`src/rtl/code2of5_scan_ctrl_pkg.sv`:
```
// Shared types and helpers for the multiplexed 2-of-5 display controller.
package code2of5_scan_ctrl_pkg;

  localparam int unsigned CODE_W = 5;

  typedef enum logic [1:0] {
    ST_OFF   = 2'd0,
    ST_DRIVE = 2'd1,
    ST_GAP   = 2'd2
  } state_e;

  function automatic logic valid_2of5(input logic [CODE_W-1:0] code);
    int unsigned ones;
    ones = 0;
    for (int unsigned i = 0; i < CODE_W; i++) begin
      ones += 32'(code[i]);
    end
    return (ones == 2);
  endfunction

endpackage

```
`src/rtl/code2of5_scan_ctrl_if.sv`:
```
// Code-write and display-drive signal bundle between code source and controller.
interface code2of5_scan_ctrl_if
  import code2of5_scan_ctrl_pkg::*;
#(
  parameter int NUM_DIGITS = 4
) ();
  localparam int ADDR_W = $clog2(NUM_DIGITS);

  logic                  en;
  logic                  wr_en;
  logic [ADDR_W-1:0]     wr_addr;
  logic [CODE_W-1:0]     wr_code;
  logic                  wr_ack;
  logic [CODE_W-1:0]     dec_code;
  logic [NUM_DIGITS-1:0] digit_en_n;
  logic [NUM_DIGITS-1:0] err;
  logic [ADDR_W-1:0]     scan_idx;

  modport master (
    output en, wr_en, wr_addr, wr_code,
    input  wr_ack, dec_code, digit_en_n, err, scan_idx
  );

  modport slave (
    input  en, wr_en, wr_addr, wr_code,
    output wr_ack, dec_code, digit_en_n, err, scan_idx
  );
endinterface

```
`src/rtl/code2of5_scan_ctrl_scan_timer.sv`:
```
// Phase cycle counter: counts while run is high and pulses tc on the last
// cycle of the current phase (DRIVE or GAP), then restarts from zero.
module code2of5_scan_ctrl_scan_timer #(
  parameter int DRIVE_CYCLES = 50000,
  parameter int GAP_CYCLES   = 500
) (
  input  logic clk,
  input  logic rst,
  input  logic run,
  input  logic sel_gap,
  output logic tc
);
  localparam int MAX_CYCLES = (DRIVE_CYCLES > GAP_CYCLES) ? DRIVE_CYCLES : GAP_CYCLES;
  localparam int CNT_W      = $clog2(MAX_CYCLES);
  localparam logic [CNT_W-1:0] DRIVE_LAST = CNT_W'(DRIVE_CYCLES - 1);
  localparam logic [CNT_W-1:0] GAP_LAST   = CNT_W'(GAP_CYCLES - 1);

  logic [CNT_W-1:0] cnt_q, cnt_d;

  always_comb begin
    tc    = run && (cnt_q == (sel_gap ? GAP_LAST : DRIVE_LAST));
    cnt_d = (!run || tc) ? '0 : cnt_q + 1'b1;
  end

  always_ff @(posedge clk) begin
    if (rst) begin
      cnt_q <= '0;
    end else begin
      cnt_q <= cnt_d;
    end
  end
endmodule

```
`src/rtl/code2of5_scan_ctrl.sv`:
```
// Time-multiplexed 2-of-5 display controller: stores one code per digit,
// flags invalid codes and steps a shared decoder through the digits with gaps.
module code2of5_scan_ctrl
  import code2of5_scan_ctrl_pkg::*;
#(
  parameter int NUM_DIGITS   = 4,
  parameter int DRIVE_CYCLES = 50000,
  parameter int GAP_CYCLES   = 500
) (
  input logic                clk,
  input logic                rst,
  code2of5_scan_ctrl_if.slave bus
);
  localparam int ADDR_W = $clog2(NUM_DIGITS);
  localparam logic [ADDR_W:0]   NUM_DIGITS_L = (ADDR_W + 1)'(NUM_DIGITS);
  localparam logic [ADDR_W-1:0] LAST_IDX     = ADDR_W'(NUM_DIGITS - 1);

  state_e                state_q, state_d;
  logic [ADDR_W-1:0]     scan_idx_q, scan_idx_d;
  logic [CODE_W-1:0]     code_q [NUM_DIGITS];
  logic [CODE_W-1:0]     code_d [NUM_DIGITS];
  logic [NUM_DIGITS-1:0] err_q, err_d;
  logic                  wr_ack_q, wr_ack_d;
  logic [CODE_W-1:0]     dec_code_q, dec_code_d;
  logic [NUM_DIGITS-1:0] digit_en_n_q, digit_en_n_d;

  logic wr_hit;
  logic timer_run;
  logic timer_sel_gap;
  logic tc;

  code2of5_scan_ctrl_scan_timer #(
    .DRIVE_CYCLES (DRIVE_CYCLES),
    .GAP_CYCLES   (GAP_CYCLES)
  ) u_timer (
    .clk     (clk),
    .rst     (rst),
    .run     (timer_run),
    .sel_gap (timer_sel_gap),
    .tc      (tc)
  );

  always_comb begin
    timer_run     = bus.en && (state_q != ST_OFF);
    timer_sel_gap = (state_q == ST_GAP);
  end

  // Code registers and per-digit validity flags.
  always_comb begin
    wr_hit   = bus.wr_en && ({1'b0, bus.wr_addr} < NUM_DIGITS_L);
    code_d   = code_q;
    err_d    = err_q;
    wr_ack_d = wr_hit;
    if (wr_hit) begin
      code_d[bus.wr_addr] = bus.wr_code;
      err_d[bus.wr_addr]  = ~valid_2of5(bus.wr_code);
    end
  end

  always_comb begin
    state_d    = state_q;
    scan_idx_d = scan_idx_q;
    case (state_q)
      ST_OFF: begin
        if (bus.en) state_d = ST_DRIVE;
      end
      ST_DRIVE: begin
        if (!bus.en)  state_d = ST_OFF;
        else if (tc)  state_d = ST_GAP;
      end
      ST_GAP: begin
        if (!bus.en) begin
          state_d = ST_OFF;
        end else if (tc) begin
          state_d    = ST_DRIVE;
          scan_idx_d = (scan_idx_q == LAST_IDX) ? '0 : scan_idx_q + 1'b1;
        end
      end
      default: state_d = ST_OFF;
    endcase
  end

  // Outputs follow the next state so anode and decoder switch on the same edge
  // as the state; stored codes are read pre-write, giving one cycle of write latency.
  always_comb begin
    digit_en_n_d = '1;
    dec_code_d   = '0;
    if (state_d == ST_DRIVE) begin
      digit_en_n_d[scan_idx_d] = 1'b0;
      if (!err_q[scan_idx_d]) dec_code_d = code_q[scan_idx_d];
    end
  end

  always_ff @(posedge clk) begin
    if (rst) begin
      state_q      <= ST_OFF;
      scan_idx_q   <= '0;
      code_q       <= '{default: '0};
      err_q        <= '0;
      wr_ack_q     <= 1'b0;
      dec_code_q   <= '0;
      digit_en_n_q <= '1;
    end else begin
      state_q      <= state_d;
      scan_idx_q   <= scan_idx_d;
      code_q       <= code_d;
      err_q        <= err_d;
      wr_ack_q     <= wr_ack_d;
      dec_code_q   <= dec_code_d;
      digit_en_n_q <= digit_en_n_d;
    end
  end

  assign bus.wr_ack     = wr_ack_q;
  assign bus.dec_code   = dec_code_q;
  assign bus.digit_en_n = digit_en_n_q;
  assign bus.err        = err_q;
  assign bus.scan_idx   = scan_idx_q;
endmodule

```
`src/flat_wrapper.sv`:
```
// flat-port wrapper written by rule: the top's interface ports become plain ports
module code2of5_scan_ctrl_flat import code2of5_scan_ctrl_pkg::*;
#(
  parameter int NUM_DIGITS   = 4,
  parameter int DRIVE_CYCLES = 50000,
  parameter int GAP_CYCLES   = 500
)
  (clk, rst, bus_en, bus_wr_en, bus_wr_addr, bus_wr_code, bus_wr_ack, bus_dec_code, bus_digit_en_n, bus_err, bus_scan_idx);
  code2of5_scan_ctrl_if #(.NUM_DIGITS(NUM_DIGITS)) bus_i ();
  input logic clk;
  input logic rst;
  input wire logic [$bits(bus_i.en)-1:0] bus_en;
  input wire logic [$bits(bus_i.wr_en)-1:0] bus_wr_en;
  input wire logic [$bits(bus_i.wr_addr)-1:0] bus_wr_addr;
  input wire logic [$bits(bus_i.wr_code)-1:0] bus_wr_code;
  output wire logic [$bits(bus_i.wr_ack)-1:0] bus_wr_ack;
  output wire logic [$bits(bus_i.dec_code)-1:0] bus_dec_code;
  output wire logic [$bits(bus_i.digit_en_n)-1:0] bus_digit_en_n;
  output wire logic [$bits(bus_i.err)-1:0] bus_err;
  output wire logic [$bits(bus_i.scan_idx)-1:0] bus_scan_idx;
  assign bus_i.en = bus_en;
  assign bus_i.wr_en = bus_wr_en;
  assign bus_i.wr_addr = bus_wr_addr;
  assign bus_i.wr_code = bus_wr_code;
  assign bus_wr_ack = bus_i.wr_ack;
  assign bus_dec_code = bus_i.dec_code;
  assign bus_digit_en_n = bus_i.digit_en_n;
  assign bus_err = bus_i.err;
  assign bus_scan_idx = bus_i.scan_idx;
  code2of5_scan_ctrl #(.NUM_DIGITS(NUM_DIGITS), .DRIVE_CYCLES(DRIVE_CYCLES), .GAP_CYCLES(GAP_CYCLES)) u_core (.clk(clk), .rst(rst), .bus(bus_i));
endmodule
```
`config.mk`:
```
export PLATFORM = sky130hd
export DESIGN_NAME = code2of5_scan_ctrl_flat
export DESIGN_NICKNAME = d
export VERILOG_FILES = /design/src/rtl/code2of5_scan_ctrl_pkg.sv /design/src/rtl/code2of5_scan_ctrl_if.sv /design/src/rtl/code2of5_scan_ctrl_scan_timer.sv /design/src/rtl/code2of5_scan_ctrl.sv /design/src/flat_wrapper.sv
export SDC_FILE = /design/constraint.sdc
export NUM_CORES = 1
export LEC_CHECK = 0
export CORE_ASPECT_RATIO = 1.2
export CORE_MARGIN = 2
export CORE_UTILIZATION = 50
export CTS_BUF_LIST = sky130_fd_sc_hd__clkbuf_8
export DETAILED_ROUTE_END_ITERATION = 6
export DONT_BUFFER_PORTS = 1
export PLACE_DENSITY_LB_ADDON = 0.2
export SYNTH_ARGS = -nofsm -noshare
export SYNTH_HDL_FRONTEND = slang
export SYNTH_SLANG_ARGS = --single-unit
export TNS_END_PERCENT = 100
```
`constraint.sdc`:
```
create_clock -name clk -period 3.7 [get_ports clk]
set_input_delay 0.74 -clock clk [delete_from_list [all_inputs] [get_ports clk]]
set_output_delay 0.74 -clock clk [all_outputs]
set_load 0.02 [all_outputs]
```
==> results of run 1 <==
-- state kept, by name (all words and copies together) (netlist names) --
name	flops
u_core.code_q	20
u_core.u_timer.cnt_q	16
u_core.bus.dec_code	5
u_core.bus.digit_en_n	4
u_core.bus.err	4
u_core.bus.scan_idx	2
u_core.state_q	2
u_core.bus.wr_ack	1
-- layout by cell type, fill, tap and decap left out, types with 2 or more instances in the layout --
| cell | Yosys | layout |
|---|---|---|
| xnor2_1 | 3 | 3 |
| and4_1 | 2 | 2 |
| clkbuf_8 | 0 | 5 |
| mux2i_1 | 17 | 17 |
| dfxtp_1 | 54 | 54 |
| inv_1 | 13 | 14 |
| o211a_1 | 5 | 5 |
| a221o_1 | 5 | 5 |
| nor2b_1 | 3 | 3 |
| nand2_1 | 11 | 11 |
| nand4b_1 | 2 | 2 |
| nand3_1 | 7 | 7 |
| nand2b_1 | 3 | 3 |
| or3_1 | 2 | 2 |
| nor3b_1 | 2 | 2 |
| nand3b_1 | 3 | 3 |
| a21oi_1 | 16 | 16 |
| and2_1 | 7 | 7 |
| nor3_1 | 2 | 2 |
| fa_1 | 2 | 2 |
| ha_1 | 4 | 4 |
| nor2_1 | 60 | 60 |
| xor2_1 | 11 | 11 |
| nand4_1 | 2 | 2 |
-- logic make-up (layout without fill, tap and decap cells) --
| kind of cell | count (synthesis) | in the layout | synth area share (%) |
|---|---|---|---|
| compound gates | 31 | 31 | 9.21 |
| simple gates | 115 | 115 | 24.8 |
| flops | 54 | 54 | 45.5 |
| mux | 19 | 19 | 8.26 |
| buf+inv | 19 | 21 | 3.32 |
| xor+xnor | 14 | 14 | 5.16 |
| fa+ha+maj | 6 | 6 | 3.79 |
-- per-stage QoR --
step           utilization, %  instances
2_1_floorplan               -        258
3_3_place_gp             52.8        311
3_5_place_dp             52.8        311
4_1_cts                  54.6        318
5_1_grt                  54.6        318
6_report                 54.6        318
-- per-layer routing --
metal | global-route usage, % | wire length [µm] | part of all wire (%)
met2 | 35.9 | 2460 | 52
met3 | 4.51 | 204 | 4.3
met1 | 21.7 | 1970 | 42
met4 | 7.55 | 70 | 1.5
met5 | 0 | 0 | 0
-- Yosys cell counts, drive strengths merged --
master	n	area, µm²
or3	3	23.8
inv	13	48.8
and3	1	6.26
nand2b	3	18.8
xor2	11	96.3
fa	2	40.0
and2b	1	7.51
a211oi	1	7.51
ha	4	50.1
a221o	5	50.1
nor2b	3	18.8
a21oi	16	80.1
mux2	2	26.3
and2	7	43.8
dfxtp	54	1080
a311oi	1	8.76
buf	3	18.8
and4	2	17.5
mux2i	17	170
or2	1	6.26
nor2	60	225
nand3	7	35.0
nand4	3	25.0
nand2	11	41.3
o21ai	1	5.00
a22o	1	8.76
nor3b	2	15.0
o211a	5	50.1
nor4b	2	38.8
and4b	1	10.0
o31a	1	8.76
nor3	2	10.0
clkbuf	3	11.3
nor4	1	6.26
nand4b	2	17.5
nand3b	3	22.5
xnor2	3	26.3
-- power breakdown --
group          internal (W)  total [W]  switching (W)
clock              0.000127   0.000306       0.000178
combinational     0.0000237  0.0000538      0.0000301
sequential         0.000593   0.000607      0.0000139
-- final timing paths --
path / startpoint / endpoint / slack (ns) / cells past startpoint
setup reg to reg: u_core.u_timer.cnt_q[10] / u_core.bus.dec_code[2] / 1.21 / 5
setup / recovery: bus_wr_code[0] / u_core.bus.err[1] / 1.03 / 11
hold / removal: u_core.code_q[2] / u_core.code_q[2] / 0.49 / 2
hold reg to reg: u_core.code_q[2] / u_core.code_q[2] / 0.49 / 2
-- worst max-delay path, cell delays in order --
cell     delay, ns
ha_1          0.25
inv_1         0.04
fa_1          0.47
inv_1         0.04
ha_1          0.16
inv_1         0.06
fa_1          0.40
nor3b_1       0.43
nor2_1        0.10
a21oi_1       0.13
nor2_1        0.05
-- area by class of cell --
| type | instances | area (µm²) | share of cell area, % |
|---|---|---|---|
| Inverter | 13 | 48.8 | 1.95 |
| Clock inverter | 2 | 11.3 | 0.449 |
| Tap cell | 58 | 72.6 | 2.89 |
| Multi-Input combinational cell | 185 | 1220 | 48.6 |
| Sequential cell | 54 | 1080 | 43.1 |
| Timing Repair Buffer | 1 | 7.51 | 0.299 |
| Clock buffer | 5 | 68.8 | 2.74 |
==> results.rst, run 1 <==
.. list-table::
   :header-rows: 1

   * - Metric
     - Value
   * - Area of placed instances
     - ~2400 µm²
   * - Vertical die dimension
     - 79.5 µm
   * - Post-DR vias/cell
     - 5.55
   * - Min Clock Period, post-route
     - between 2 and 3 ns
   * - Mapped Area
     - 2380 µm²
   * - Total count of max-transition violations in the final report
     - 0
   * - Buffer type at the clock tree root
     - clkbuf_8
   * - Worst hold slack
     - 0.486 ns
   * - Post-detailed-route count of antenna-violating nets
     - 0
   * - Final setup violation count
     - 0
   * - Post-route fraction of the period consumed by the critical path
     - 72.3%
   * - Mean routed wirelength per cell
     - 14.8 µm
   * - Initial antenna violation count
     - 0
   * - Slew at the pin with the worst max-slew slack
     - between 0.8 and 0.9 ns
   * - Element type at the critical path start
     - primary input
   * - Worst setup skew after layout
     - 0.00626 ns
   * - Maximum number of pins on one net before global-route repair
     - 29
   * - Quantity of gates resized following cts
     - 0
   * - Mean cell area of the mapped netlist
     - slightly above 9 µm²
   * - DRC violation total after the first TritonRoute iteration
     - 95
   * - Count of unique library cells instantiated by Yosys
     - 42
   * - Final Routed Wirelength
     - 4700 µm
   * - Critical-path maximum fanout
     - 5
   * - Net count of the mapped netlist
     - 275
   * - Floorplan die area
     - 5320 µm²
   * - Pre-CTS setup slack
     - 0.715 ns
   * - Clock-pin slew on the worst setup and hold paths
     - 0.09 ns
   * - Maximum ir drop on the vdd rail
     - 0.000260 V
   * - Overall Power
     - 0.000967 W
   * - Post-detailed-route DRC marker count
     - 0
   * - Total iterations of the first detailed-routing run
     - 4
   * - # clock sinks
     - between 50 and 60
   * - Number of hold violations in the final report
     - 0
   * - Hold_buf cts
     - 0
   * - Setup tns final
     - 0 ns
   * - Floorplan Core Area
     - 4590 µm²
   * - Initial Util
     - 51.7%
   * - Layout cell share with drive strength beyond 1
     - under 10%
   * - Finished Cell Area
     - 2510 µm²
   * - Least setup slack across all paths after layout
     - roughly 1.0 ns
   * - Number of clock buffers inserted by TritonCTS
     - 5
   * - Number of antenna cells inserted
     - 0
   * - Mapped Cells
     - 258
   * - Vias in the first global route
     - between 1,500 and 2,000
   * - Max_cap viols
     - 0
   * - Deepest level of the CTS H-tree
     - 2
   * - Leakage
     - between 1 and 1.5 nW
   * - Power Density
     - 386 nW/µm²
   * - Final GP Congestion
     - 0.750
   * - Req. time, crit path
     - 3.90 ns
   * - Unrepaired setup endpoints after global routing
     - false
   * - Total vias in the final route
     - 1,764
   * - Global route overflow
     - 0
   * - Part of the Yosys area used for sequential elements
     - 45.5%
   * - Maximum count of clock buffers along a single path
     - 2
   * - Result of the run
     - finished clean
   * - Category of the worst setup path capture point
     - flop
   * - Clock tree from TritonCTS
     - yes
   * - Total of flip-flops plus latches after synthesis
     - 54
   * - Worst skew pair latency
     - 0.30 ns
   * - Worst setup path class
     - primary input to flop
   * - Highest achievable clock rate
     - ~0.37 GHz
   * - Global-route wire length before repair
     - 7880 µm
   * - DP Wirelength
     - 3440 µm
   * - Final #Nets
     - 277
   * - Num rows
     - 27
   * - Min-Delay Path Class
     - flop to flop
   * - Count of boundary I/O pins
     - 27
   * - Number of buffer cells added on primary ports
     - 0
   * - Count of filler cells inserted in the layout
     - 447
   * - GRT Util Overall
     - slightly below 20%
   * - Horizontal die dimension
     - 66.9 µm
   * - Arrival time worst endpoint
     - 2.87 ns
   * - Total setup buffers inserted after CTS
     - 0
   * - Number of warning messages in the yosys log
     - 0
   * - Rel. slew slack
     - 39.8%
   * - Layout area overhead
     - 5.47%
Power figures use the tool's default switching activity.
==> inputs of run 2 (changes only) <==
ABC_AREA = 1   (was not set)
clock period = 2.8 ns   (was 3.7 ns; I/O delays follow)
==> results.rst, run 2 <==
.. list-table::
   :header-rows: 1

   * - Metric
     - Value
   * - Result of the run
     - finished clean
   * - Post-synth top area share
     - 42.1%
   * - Area taken by multi-input logic gates
     - between 1000 and 1500 µm²
   * - Global route overflow
     - 0
   * - Mean cell area of the mapped netlist
     - between 7 and 8 µm²
   * - Post-detailed-route count of antenna-violating nets
     - 0
   * - Vertical die dimension
     - around 82 µm
   * - Num rows
     - 28
   * - Total of flip-flops plus latches after synthesis
     - 54
   * - Number of clock buffers inserted by TritonCTS
     - 5
   * - Total count of max-transition violations in the final report
     - 0
   * - Number of warning messages in the yosys log
     - 0
   * - Largest register FFs
     - 20
   * - Number of hold violations in the final report
     - 0
   * - Top-count cell post-synth
     - nand2_1
   * - Leading register cell type out of synthesis
     - dfxtp_1
   * - Number of flops mapped to enable cells by yosys
     - 0
   * - Post-route fraction of the period consumed by the critical path
     - 76.9%
   * - Layout cell share with drive strength beyond 1
     - 11.5%
   * - Count of boundary I/O pins
     - 27
   * - Leakage
     - approximately 0.99 nW
   * - Req. time, crit path
     - 3.05 ns
   * - Area of placed instances
     - 2570 µm²
   * - List of most frequent post-synthesis cells
     - nand2_1, dfxtp_1, nor2_1
   * - Maximum count of clock buffers along a single path
     - 2
   * - GRT Util Overall
     - between 15 and 20%
   * - Maximum ir drop on the vdd rail
     - roughly 0.00022 V
   * - Maximum number of pins on one net before global-route repair
     - 29
   * - Final Routed Wirelength
     - 5210 µm
   * - Most frequent cells in the layout
     - nand2_1, dfxtp_1, nor2_1
   * - Final core utilization
     - 53.9%
   * - FF+latch area
     - approximately 1100 µm²
   * - Initial antenna violation count
     - 0
   * - Layout area overhead
     - 3.65%
   * - Highest achievable clock rate
     - 0.464 GHz
   * - Count of unique library cells instantiated by Yosys
     - 31
   * - Arrival time worst endpoint
     - between 2 and 2.5 ns
   * - DP Wirelength
     - around 3900 µm
   * - Vias in the first global route
     - 1,969
   * - Mean routed wirelength per cell
     - 13.3 µm
   * - Quantity of gates resized following cts
     - 0
   * - Worst skew pair latency
     - 0.31 ns
   * - Critical-path maximum fanout
     - 5
   * - Total setup buffers inserted after CTS
     - 0
   * - Number of buffer cells added on primary ports
     - 0
   * - DRC violation total after the first TritonRoute iteration
     - just under 100
   * - Rel. slew slack
     - roughly 34%
   * - Final setup violation count
     - 0
   * - # clock sinks
     - between 50 and 60
   * - Leading area contributor after synthesis
     - dfxtp_1
   * - Finished Cell Area
     - 2660 µm²
   * - Min-Delay Path Class
     - primary input to flop
   * - Clock-pin slew on the worst setup and hold paths
     - 0.10 ns
   * - Floorplan Core Area
     - 4940 µm²
   * - Share of synthesized registers carrying an async set or reset
     - 0%
   * - Deepest level of the CTS H-tree
     - 2
   * - Min Clock Period, post-route
     - approximately 2.2 ns
   * - Mapped Cells
     - 333
   * - Category of the worst setup path capture point
     - flop
   * - Number of antenna cells inserted
     - 0
   * - Worst setup path class
     - primary input to flop
   * - Post-detailed-route DRC marker count
     - 0
   * - Clock tree from TritonCTS
     - yes
   * - Final GP Congestion
     - 0.801
   * - Total iterations of the first detailed-routing run
     - 4
   * - Final #Nets
     - ~350
   * - Horizontal die dimension
     - just under 70 µm
   * - Slew at the pin with the worst max-slew slack
     - 0.993 ns
   * - Most area-consuming cells after synthesis
     - dfxtp_1, nand2_1, nand3_1, nor2_1, a21oi_1
   * - Initial Util
     - 52.0%
   * - Max_cap viols
     - 0
   * - Mapped Area
     - 2570 µm²
   * - Post-DR vias/cell
     - 5.29
   * - Global-route wire length before repair
     - around 8800 µm
   * - Unrepaired setup endpoints after global routing
     - false
   * - Count of filler cells inserted in the layout
     - 481
   * - Floorplan die area
     - 5730 µm²
   * - Setup tns final
     - 0 ns
   * - Power Density
     - 501 nW/µm²
   * - Part of the Yosys area used for sequential elements
     - a little over two fifths
   * - Element type at the critical path start
     - primary input
   * - Hold_buf cts
     - 0
   * - Buffer type at the clock tree root
     - clkbuf_8
   * - Most flops, register
     - u_core.code_q
   * - Net count of the mapped netlist
     - 350
   * - Worst setup skew after layout
     - 0.00728 ns
   * - Commonest non-fill, non-tap cell in the layout
     - nand2_1
   * - Total vias in the final route
     - 2,062
## run 2: logic make-up after synthesis
kind of cell / after synthesis / synth area share [%]
xor gates and xnor gates: 8 / 2.73
buffers and inverters: 43 / 7.80
adders and majority gates: 6 / 3.51
DFF: 54 / 42.1
and+or+nand+nor: 189 / 36.0
AOI/OAI and AO/OA: 33 / 7.85
## run 2: metrics by stage
| stage | cells | total power [W] | hold slack [ns] | setup slack [ns] |
|---|---|---|---|---|
| floorplan | 333 | 0.000889 | 0.418 | 0.407 |
| global placement | 382 | 0.000896 | 0.434 | 0.355 |
| detailed placement | 382 | 0.000897 | 0.438 | 0.315 |
| CTS | 390 | 0.00135 | 0.297 | 0.652 |
| global route | 390 | 0.00138 | 0.298 | 0.490 |
| finish | 390 | 0.00133 | 0.304 | 0.646 |
## run 2: path summary, 6_finish.rpt
| kind | startpoint | end | slack (ns) | cells after the start |
|---|---|---|---|---|
| min | rst | u_core.code_q[18] | 0.30 | 1 |
| max reg2reg | u_core.u_timer.cnt_q[0] | u_core.u_timer.cnt_q[0] | 0.80 | 8 |
| max | bus_wr_code[0] | u_core.bus.err[0] | 0.65 | 11 |
| min reg2reg | u_core.u_timer.cnt_q[0] | u_core.u_timer.cnt_q[0] | 0.45 | 1 |
## run 2: final cells by class
| class | instances | area share, % |
|---|---|---|
| inverters | 31 | 4.37 |
| flip-flops and latches | 54 | 40.6 |
| clock buffers | 6 | 3.10 |
| repair buffers | 1 | 0.282 |
| multi-input cells | 236 | 48.3 |
| well taps | 60 | 2.82 |
| clock inverters | 2 | 0.470 |
## run 2: report_power, final
group	internal (W)	switching, W
Clock	0.000199	0.000257
Sequential	0.000786	0.0000196
Combinational	0.0000282	0.0000446
Total	0.00101	0.000321
## run 2: worst max-delay path: stages
cell     delay (ns)
ha_1           0.27
inv_1          0.06
fa_1           0.41
inv_1          0.07
ha_1           0.13
inv_1          0.04
fa_1           0.47
nor2_1         0.04
nand2_1        0.11
nand2_1        0.08
a21oi_1        0.17
## run 2: routing by layer
| metal | share of wire (%) | GRT usage [%] |
|---|---|---|
| met1 | 43 | 20.8 |
| met2 | 49 | 35.4 |
| met3 | 4.0 | 5.22 |
| met4 | 3.4 | 9.61 |
| met5 | 0 | 0 |
